`config.mk`:
```
export PLATFORM = sky130hd
export DESIGN_NAME = io_test_sequencer
export DESIGN_NICKNAME = d
export VERILOG_FILES = /design/src/rtl/io_test_pkg.sv /design/src/rtl/io_test_cycle_timer.sv /design/src/rtl/io_test_sequencer.sv
export SDC_FILE = /design/constraint.sdc
export NUM_CORES = 1
export LEC_CHECK = 0
export ABC_AREA = 1
export BUFFER_PORTS_ARGS = -buffer_cell sky130_fd_sc_hd__buf_2
export CORE_AREA = 2 2 256 258
export DETAILED_ROUTE_END_ITERATION = 12
export DIE_AREA = 0 0 258 260
export HOLD_SLACK_MARGIN = 0.06
export SETUP_SLACK_MARGIN = 0.02
export SLEW_MARGIN = 0
export SYNTH_ARGS = -nofsm -noshare
export SYNTH_HDL_FRONTEND = slang
export SYNTH_SLANG_ARGS = --single-unit
```
`constraint.sdc`:
```
create_clock -name clk -period 3.9 [get_ports clk]
set_input_delay 0.195 -clock clk [delete_from_list [all_inputs] [get_ports clk]]
set_output_delay 0.195 -clock clk [all_outputs]
set_load 0.005 [all_outputs]
```
`src/rtl/io_test_pkg.sv`:
```
// Shared types and constants for the on-board I/O test sequencer.
package io_test_pkg;

  typedef enum logic [2:0] {
    IDLE   = 3'd0,
    HOLD   = 3'd1,
    SETTLE = 3'd2,
    CHECK  = 3'd3,
    DONE   = 3'd4
  } state_e;

  localparam int unsigned SW_WIDTH_DEF  = 24;
  localparam int unsigned LED_WIDTH_DEF = 24;

  // Position of the CPU mode field inside the switch vector.
  localparam int unsigned MODE_MSB = 23;
  localparam int unsigned MODE_LSB = 21;

endpackage

```
`src/rtl/io_test_cycle_timer.sv`:
```
// Loadable down-counter with a registered zero flag; times reset hold and settle.
module io_test_cycle_timer #(
  parameter int unsigned W = 9
) (
  input  logic         clk,
  input  logic         rst,
  input  logic         load,
  input  logic [W-1:0] load_val,
  output logic         zero
);

  logic [W-1:0] count;

  always_ff @(posedge clk) begin
    if (!rst) begin
      count <= '0;
      zero  <= 1'b1;
    end else if (load) begin
      count <= load_val;
      zero  <= (load_val == '0);
    end else if (count != '0) begin
      count <= count - W'(1);
      zero  <= (count == W'(1));
    end
  end

endmodule

```
`src/rtl/io_test_sequencer.sv`:
```
// Steps the CPU through a table of switch values and checks masked led results.
// Build option: IO_TEST_FAIL_HALT_EN stops the run at the first mismatching step.
module io_test_sequencer
  import io_test_pkg::*;
#(
  parameter int unsigned SW_WIDTH   = SW_WIDTH_DEF,
  parameter int unsigned LED_WIDTH  = LED_WIDTH_DEF,
  parameter int unsigned NUM_STEPS  = 8,
  parameter int unsigned RESET_HOLD = 350,
  parameter int unsigned SETTLE_CYC = 16,
  parameter int unsigned CNT_W      = $clog2(NUM_STEPS + 1)
) (
  input  logic                           clk,
  input  logic                           rst,
  input  logic                           start,
  input  logic [CNT_W-1:0]               num_steps,
  input  logic [NUM_STEPS*SW_WIDTH-1:0]  step_sw,
  input  logic [NUM_STEPS*LED_WIDTH-1:0] step_exp,
  input  logic [NUM_STEPS*LED_WIDTH-1:0] step_mask,
  input  logic [NUM_STEPS-1:0]           step_rst,
  input  logic [LED_WIDTH-1:0]           led_in,
  output logic                           cpu_rst,
  output logic [SW_WIDTH-1:0]            sw_out,
  output logic                           busy,
  output logic                           done,
  output logic                           pass,
  output logic [CNT_W-1:0]               fail_cnt,
  output logic [CNT_W-1:0]               fail_step
);

  localparam int unsigned TMR_MAX = (RESET_HOLD > SETTLE_CYC) ? RESET_HOLD : SETTLE_CYC;
  localparam int unsigned TMR_W   = $clog2(TMR_MAX + 1);
  localparam logic [TMR_W-1:0] HOLD_LOAD   = TMR_W'(RESET_HOLD - 1);
  localparam logic [TMR_W-1:0] SETTLE_LOAD = TMR_W'(SETTLE_CYC - 1);

`ifdef IO_TEST_FAIL_HALT_EN
  localparam bit HALT_ON_FAIL = 1'b1;
`else
  localparam bit HALT_ON_FAIL = 1'b0;
`endif

  state_e                state_q, state_d;
  logic [CNT_W-1:0]      idx_q, idx_d, nxt_idx, last_idx;
  logic [SW_WIDTH-1:0]   sw_d, sw_nxt;
  logic [LED_WIDTH-1:0]  exp_sel, mask_sel;
  logic [CNT_W-1:0]      cnt_d, fstep_d;
  logic                  cpu_rst_d, busy_d, done_d, pass_d;
  logic                  rst_nxt, mismatch, tmr_load, tmr_zero;
  logic [TMR_W-1:0]      tmr_val;

  io_test_cycle_timer #(.W(TMR_W)) u_timer (
    .clk      (clk),
    .rst      (rst),
    .load     (tmr_load),
    .load_val (tmr_val),
    .zero     (tmr_zero)
  );

  // Index of the final step: 0 runs one step, oversize counts clamp to the table.
  always_comb begin
    if (num_steps == '0) begin
      last_idx = '0;
    end else if (num_steps > CNT_W'(NUM_STEPS)) begin
      last_idx = CNT_W'(NUM_STEPS - 1);
    end else begin
      last_idx = num_steps - CNT_W'(1);
    end
  end

  assign nxt_idx = idx_q + CNT_W'(1);

  // Table lookups for the step being checked and the step that follows it.
  always_comb begin
    exp_sel  = '0;
    mask_sel = '0;
    sw_nxt   = '0;
    rst_nxt  = 1'b0;
    for (int i = 0; i < NUM_STEPS; i++) begin
      if (idx_q == CNT_W'(i)) begin
        exp_sel  = step_exp[i*LED_WIDTH +: LED_WIDTH];
        mask_sel = step_mask[i*LED_WIDTH +: LED_WIDTH];
      end
      if (nxt_idx == CNT_W'(i)) begin
        sw_nxt  = step_sw[i*SW_WIDTH +: SW_WIDTH];
        rst_nxt = step_rst[i];
      end
    end
  end

  assign mismatch = |((led_in ^ exp_sel) & mask_sel);

  // Next-state and next-output logic.
  always_comb begin
    state_d   = state_q;
    idx_d     = idx_q;
    sw_d      = sw_out;
    cpu_rst_d = cpu_rst;
    busy_d    = busy;
    done_d    = done;
    pass_d    = pass;
    cnt_d     = fail_cnt;
    fstep_d   = fail_step;
    tmr_load  = 1'b0;
    tmr_val   = '0;
    unique case (state_q)
      IDLE, DONE: begin
        if (start) begin
          state_d   = HOLD;
          idx_d     = '0;
          cnt_d     = '0;
          fstep_d   = '0;
          done_d    = 1'b0;
          pass_d    = 1'b0;
          busy_d    = 1'b1;
          cpu_rst_d = 1'b1;
          sw_d      = step_sw[SW_WIDTH-1:0];
          tmr_load  = 1'b1;
          tmr_val   = HOLD_LOAD;
        end
      end
      HOLD: begin
        if (tmr_zero) begin
          state_d   = SETTLE;
          cpu_rst_d = 1'b0;
          tmr_load  = 1'b1;
          tmr_val   = SETTLE_LOAD;
        end
      end
      SETTLE: begin
        if (tmr_zero) state_d = CHECK;
      end
      CHECK: begin
        if (mismatch) begin
          if (fail_cnt == '0) fstep_d = idx_q;
          if (fail_cnt != CNT_W'(NUM_STEPS)) cnt_d = fail_cnt + CNT_W'(1);
        end
        if ((idx_q == last_idx) || (HALT_ON_FAIL && mismatch)) begin
          state_d = DONE;
          busy_d  = 1'b0;
          done_d  = 1'b1;
          pass_d  = (cnt_d == '0);
        end else begin
          idx_d    = nxt_idx;
          sw_d     = sw_nxt;
          tmr_load = 1'b1;
          if (rst_nxt) begin
            state_d   = HOLD;
            cpu_rst_d = 1'b1;
            tmr_val   = HOLD_LOAD;
          end else begin
            state_d = SETTLE;
            tmr_val = SETTLE_LOAD;
          end
        end
      end
      default: state_d = IDLE;
    endcase
  end

  always_ff @(posedge clk) begin
    if (!rst) begin
      state_q   <= IDLE;
      idx_q     <= '0;
      sw_out    <= '0;
      cpu_rst   <= 1'b1;
      busy      <= 1'b0;
      done      <= 1'b0;
      pass      <= 1'b0;
      fail_cnt  <= '0;
      fail_step <= '0;
    end else begin
      state_q   <= state_d;
      idx_q     <= idx_d;
      sw_out    <= sw_d;
      cpu_rst   <= cpu_rst_d;
      busy      <= busy_d;
      done      <= done_d;
      pass      <= pass_d;
      fail_cnt  <= cnt_d;
      fail_step <= fstep_d;
    end
  end

endmodule
```
Word-level counts from Yosys, hierarchy flattened
Cells that the tools add are included.

Add/subtract/negate cells: 4. Order comparisons: 1. Reduce and logical (&&, ||, !) cells: 19. Bitwise operators: 2. Equality and inequality tests: 29. Muxes and demuxes: 78.

Operators with widths (count): $mux 24 (26); $pmux 24 s2 (1); $mux 9 (5); $mux 4 (10); $eq 4x3->1 const B (8); $pmux 9 s3 (1); $and 24x24->24 (1); $pmux 4 s2 (3); $reduce_or 24->1 (1); $xor 24x24->24 (1); $mux 1 (21); $logic_not 4->1 (5); $eq 4x2->1 const B (4); $mux 3 (4); $ne 2x2->1 const B (6); $pmux 3 s4 (1); $eq 9x1->1 const B (1); $logic_not 9->1 (1); $reduce_and 3->1 (3); $reduce_bool 9->1 (1); $sub 9x1->9 const B (1); $add 4x1->4 const B (2); $eq 4x1->1 const B (2); $eq 3x2->1 const B (2); other kinds (17) (22).

Output and inout bits: 36. Input bits: 615. Register bits after elaboration: 53.

Longest topological paths before layout
Depth in word-level cells: 17. Depth in mapped cells: 25. Mapped depth without buffers: 24.

Modules after synthesis
Synthesis repeated with hierarchy kept, for this count alone.

Cells, all modules: 1776. Area total of the unflattened synthesis: 9087.5 um^2.

Modules (own cells, without submodules): io_test_sequencer (area an instance 8418.1 um^2, cells an instance 1668, times used 1); io_test_cycle_timer (area an instance 669.4 um^2, cells an instance 108, times used 1).

Worst setup path before layout
Ideal clock, no wire load.

Kind: register to register. Start: register idx_q[1]. End: register fail_step[0]. Cell stages (with the launch flop): 24. Clock period less this slack: 2700 ps. Library setup time: 113 ps. Required time: 3787 ps. Data arrival time: 2587 ps. Path slack: 1200 ps. Path through: dfxtp_1 -> inv_1 -> ha_1 -> inv_2 -> clkbuf_1 -> nand4_1 -> nand3_1 -> nand2_1 -> nand2_1 -> nand2_1 -> nand2_1 -> nand2_1 -> nand2_1 -> nand2_1 -> nand3_1 -> nand2_1 -> nor2_1 -> nand2_1 -> nor2_4 -> nand2_2 -> o211ai_4 -> nand2_1 -> nand2_1 -> nor2_1.

Longest elaborated chain between the ends: 14. Elaborated cells between the ends (all ways): 29. Classes of those cells: eq/ne: 8; mux: 16; bitwise: 2; reduce/logical: 3.

RTL lines: start, declared (RTL line io_test_sequencer.sv:43) `logic [CNT_W-1:0] idx_q, idx_d, nxt_idx, last_idx;`; start signal, assigned (RTL line io_test_sequencer.sv:173) `idx_q <= idx_d;`; $logic_not 4->1 (RTL line io_test_sequencer.sv:79) `if (idx_q == CNT_W'(i)) begin`; $mux 24 (8 in a row) (RTL line io_test_sequencer.sv:79); $xor 24x24->24 (RTL line io_test_sequencer.sv:90) `assign mismatch = |((led_in ^ exp_sel) & mask_sel);`; $and 24x24->24 * (RTL line io_test_sequencer.sv:90); $reduce_or 24->1 * (RTL line io_test_sequencer.sv:90); $ne 2x2->1 (no line) *; $reduce_and 4->1 (no line) *; end signal, assigned (RTL line io_test_sequencer.sv:180) `fail_step <= fstep_d;`; end, declared (RTL line io_test_sequencer.sv:28) `output logic [CNT_W-1:0] fail_step`.

Mark *: on every way between the ends. The rest lies on a longest branch, timed or not. A chain may end at the register's enable or synchronous reset.

Worst setup path in the final report
Start: register idx_q[0]. End: register fail_step[0].

Longest elaborated chain between the ends: 14. Elaborated cells between the ends (all ways): 32. Classes of those cells: eq/ne: 8; mux: 19; bitwise: 2; reduce/logical: 3.

RTL lines (RTL line): $logic_not 4->1 (io_test_sequencer.sv:79); $mux 24 (8 in a row) (io_test_sequencer.sv:79); $xor 24x24->24 (io_test_sequencer.sv:90); $and 24x24->24 (io_test_sequencer.sv:90); $reduce_or 24->1 (io_test_sequencer.sv:90); $ne 2x2->1 (no line); $reduce_and 4->1 (no line).

Several ways; a longest one is shown, not always the timed one. The select of a mux whose other input is x is not followed.

==> out/qor.yml <==
outcome:
  status: "complete, no violations"
sta:
  setup_violations: 0
  finalCritPeriodShare_pct: 93.00
  grt_setup_unrepaired: "false"
  fmax_ghz: 0.2757
  fin_skew_ns: 0.01104
  finalHoldViolations: 0
  setup_tns_ns: 0
  slew_headroom_pct: 43.71
  fin_ws_ns: 0.2732
  drv_slew: 0
  period_needed_ns: 3.627
  max_slew.worst_pin.slew_ns: 0.8434
floorplanning:
  start_util_pct: 13.94
  core-area_sq_mm: 0.06412
  std_cell_rows: 93
  die_h_um: 260
  die_w_um: 258
  ios: 651
  die-area_sq_mm: 0.06708
synthesis:
  synthArstFlopShare_pct: 0
  synthMuxAreaShare_pct: 0
  synth_nets: 2382
  ys_seq_area_share_pct: 11.88
  syn_area_sq_mm: 0.008935
  synth_top_family_by_area: "simple AND/OR/NAND/NOR gates"
  synth.avg_cell_area_sq_um: 5.088
  synth_enable_flop_cells: 0
  ys.flop_type: "dfxtp_1"
  yosysUniqueCellTypes: 38
  ys.warnings.count: 0
  ys_ff_latch: 53
  syn_inst: 1756
  synthSimpleGateAreaFrac_pct: 53.34
  synthAdderAreaFrac_pct: 1.540
  synth-xor-area-share_pct: 1.078
  synth_compound_gate_area_share_pct: 18.99
pwr:
  p_per_area_mw_per_mm2: 269.1
  peakVddDrop_mv: 0.2076
  power_uw: 3636
  p_leak_uw: 0.007107
min_path:
  worstHoldPathCells: 3
  hold_class: "input port to flip-flop"
worst_setup_path:
  critPathMostFrequentCell: "nand2_1"
  slowest_delay_ns: 0.43
  required_ns: 4.10
  crit_path_max_fanout: 23
  worst_setup_path_start_kind: "flip-flop"
  crit_type: "flip-flop to flip-flop"
  cp-end-kind: "flip-flop"
  path_depth: 20
  crit_chain: "inv_1 -> ha_1 -> nand3_1 -> inv_2 -> buf_4 -> nand2_1 -> nand4_1 -> nand2_1 -> nand2_1 -> nand3_1 -> nand3_1 -> nand2_1 -> nor2_1 -> nand2_1 -> nor2_4 -> nand2_2 -> o211ai_4 -> nand2_1 -> nand2_1 -> nor2_1"
  rr_worst_depth: 20
  crit_arrival_ns: 3.83
  slowest_stage: "inv_2"
  critical_path_buf_inv_count: 3
  cpLargestDelayFamily: "simple AND/OR/NAND/NOR gates"
route:
  wl_per_cell_um: 23.05
  drc: 0
  vias: 14607
  drtIter0Drc: 1020
  vias_per_cell: 4.508
  firstDrtPassIters: 5
  routed_wl_mm: 74.67
  ant_nets: 0
clock_network:
  clock_latency_ns: 0.31
  htreeDepth: 2
  cts_root_buf: "clkbuf_16"
  cts_buffers: 5
  clock-sinks: 53
  clk_pin_slew_ns: 0.08
  ctsHoldBuffers: 0
  cts_max_path_buffers: 2
  cts_tree: "built"
global_routing:
  grt_pass1_vias: 14101
  antenna_found_initial: 30
  grt_pass1_wl_mm: 99.57
  gr-total-overflow: 0
  grt_usage_pct: 20.76
  grt_max_degree: 69
place:
  place_hpwl_mm: 63.18
  io_buffers: 650
  dp_slack_ns: 0.1725
  globalplace.congestion: 1.040
cells_and_area:
  nNetsFinal: 2996
  drive_gt1_share_pct: 33.19
  syn2layout_area_growth_pct: 51.23
  fin_util_pct: 21.07
run:
  drv_cap: 0
[report_power, final]
| group | leakage [uW] | total (uW) | internal, uW | switching [uW] |
|---|---|---|---|---|
| logic | 0.00659 | 2350 | 843 | 1510 |
| clock network | 0.0000764 | 494 | 248 | 247 |
| registers | 0.000436 | 791 | 690 | 101 |
[state kept, by name, summed over array words and instances, names as in the netlist]
signal         flops
done               1
cpu_rst            1
busy               1
pass               1
idx_q              4
sw_out            24
u_timer.count      9
fail_cnt           4
fail_step          4
state_q            3
u_timer.zero       1
[metrics by stage]
step	instances	area (sq um)	hold slack [ns]
after floorplan	1756	8935	0.3334
after global placement	3214	13260	0.4400
after detailed placement	3214	13260	0.4567
after CTS	3222	13420	0.1705
after global routing	3236	13500	0.1972
final	3240	13510	0.1840
[tightest hold or removal path, stage by stage]
cell     delay (ns)
buf_2          0.07
o21ai_0        0.07
a21oi_1        0.11
[cells by family after synthesis]
family / Yosys count
simple gates: 1100
compound gates: 304
buf+inv: 277
flops: 53
xor+xnor: 11
fa+ha+maj: 11
[what timing repair did]
| item | in CTS | in global routing |
|---|---|---|
| endpoints found under the setup margin | 0 | 6 |
| gates resized for setup | 0 | 7 |
| buffers inserted | 0 | 3 |
[cell type report]
type,instances,area [sq um]
repair buffers,721,3844
multi-input cells,1427,6740
clock inverters,3,28.78
inverters,162,608.1
clock buffers,5,125.1
well taps,855,1070
fillers,7562,50600
diodes,14,35.03
flip-flops and latches,53,1061
[cell usage after synthesis, types with 4 or more instances]
master / instances / area (sq um)
buf_2: 38 / 190.2
clkbuf_1: 55 / 206.5
dfxtp_1: 53 / 1061
buf_1: 6 / 22.52
ha_1: 11 / 137.6
nand2_1: 611 / 2293
o211ai_1: 44 / 330.3
nor2_1: 173 / 649.4
nand3b_1: 23 / 172.7
o21ai_0: 89 / 445.4
buf_6: 8 / 90.09
buf_4: 8 / 60.06
nand2_2: 5 / 31.28
inv_1: 150 / 563.0
or2_2: 26 / 162.7
inv_2: 9 / 33.78
o2111ai_1: 8 / 70.07
nor3_1: 5 / 25.02
o21ai_1: 10 / 50.05
xor2_1: 9 / 78.83
nand3_1: 172 / 860.8
a21oi_1: 144 / 720.7
or2_0: 4 / 25.02
nand4_1: 67 / 419.2
or2_1: 4 / 25.02
[worst paths after layout]
| path | startpoint | endpoint | slack, ns |
|---|---|---|---|
| max reg2reg | idx_q[0] | fail_step[0] | 0.27 |
| max | idx_q[0] | fail_step[0] | 0.27 |
| min | step_sw[172] | sw_out[4] | 0.18 |
| min reg2reg | fail_step[3] | fail_step[3] | 0.48 |
[placed cells by master, fill, tap and decap left out, types with 14 or more instances in the layout]
cell type | synthesis | layout
buf_2 | 38 | 650
nand2_1 | 611 | 610
nand3_1 | 172 | 171
nor2_1 | 173 | 169
inv_1 | 150 | 149
a21oi_1 | 144 | 144
o21ai_0 | 89 | 89
nand4_1 | 67 | 67
buf_4 | 8 | 64
dfxtp_1 | 53 | 53
o211ai_1 | 44 | 44
or2_2 | 26 | 26
nand3b_1 | 23 | 23
diode_2 | 0 | 14
[metal layers]
layer / track usage [%] / vias up / wire length (um)
li1: - / 6981 / -
met1: 20.48 / 6692 / 25600
met2: 39.63 / 761 / 38700
met3: 4.220 / 167 / 5348
met4: 12.86 / 6 / 4983
met5: 0 / - / 40
Note: power is estimated with default switching activity, not from simulation.
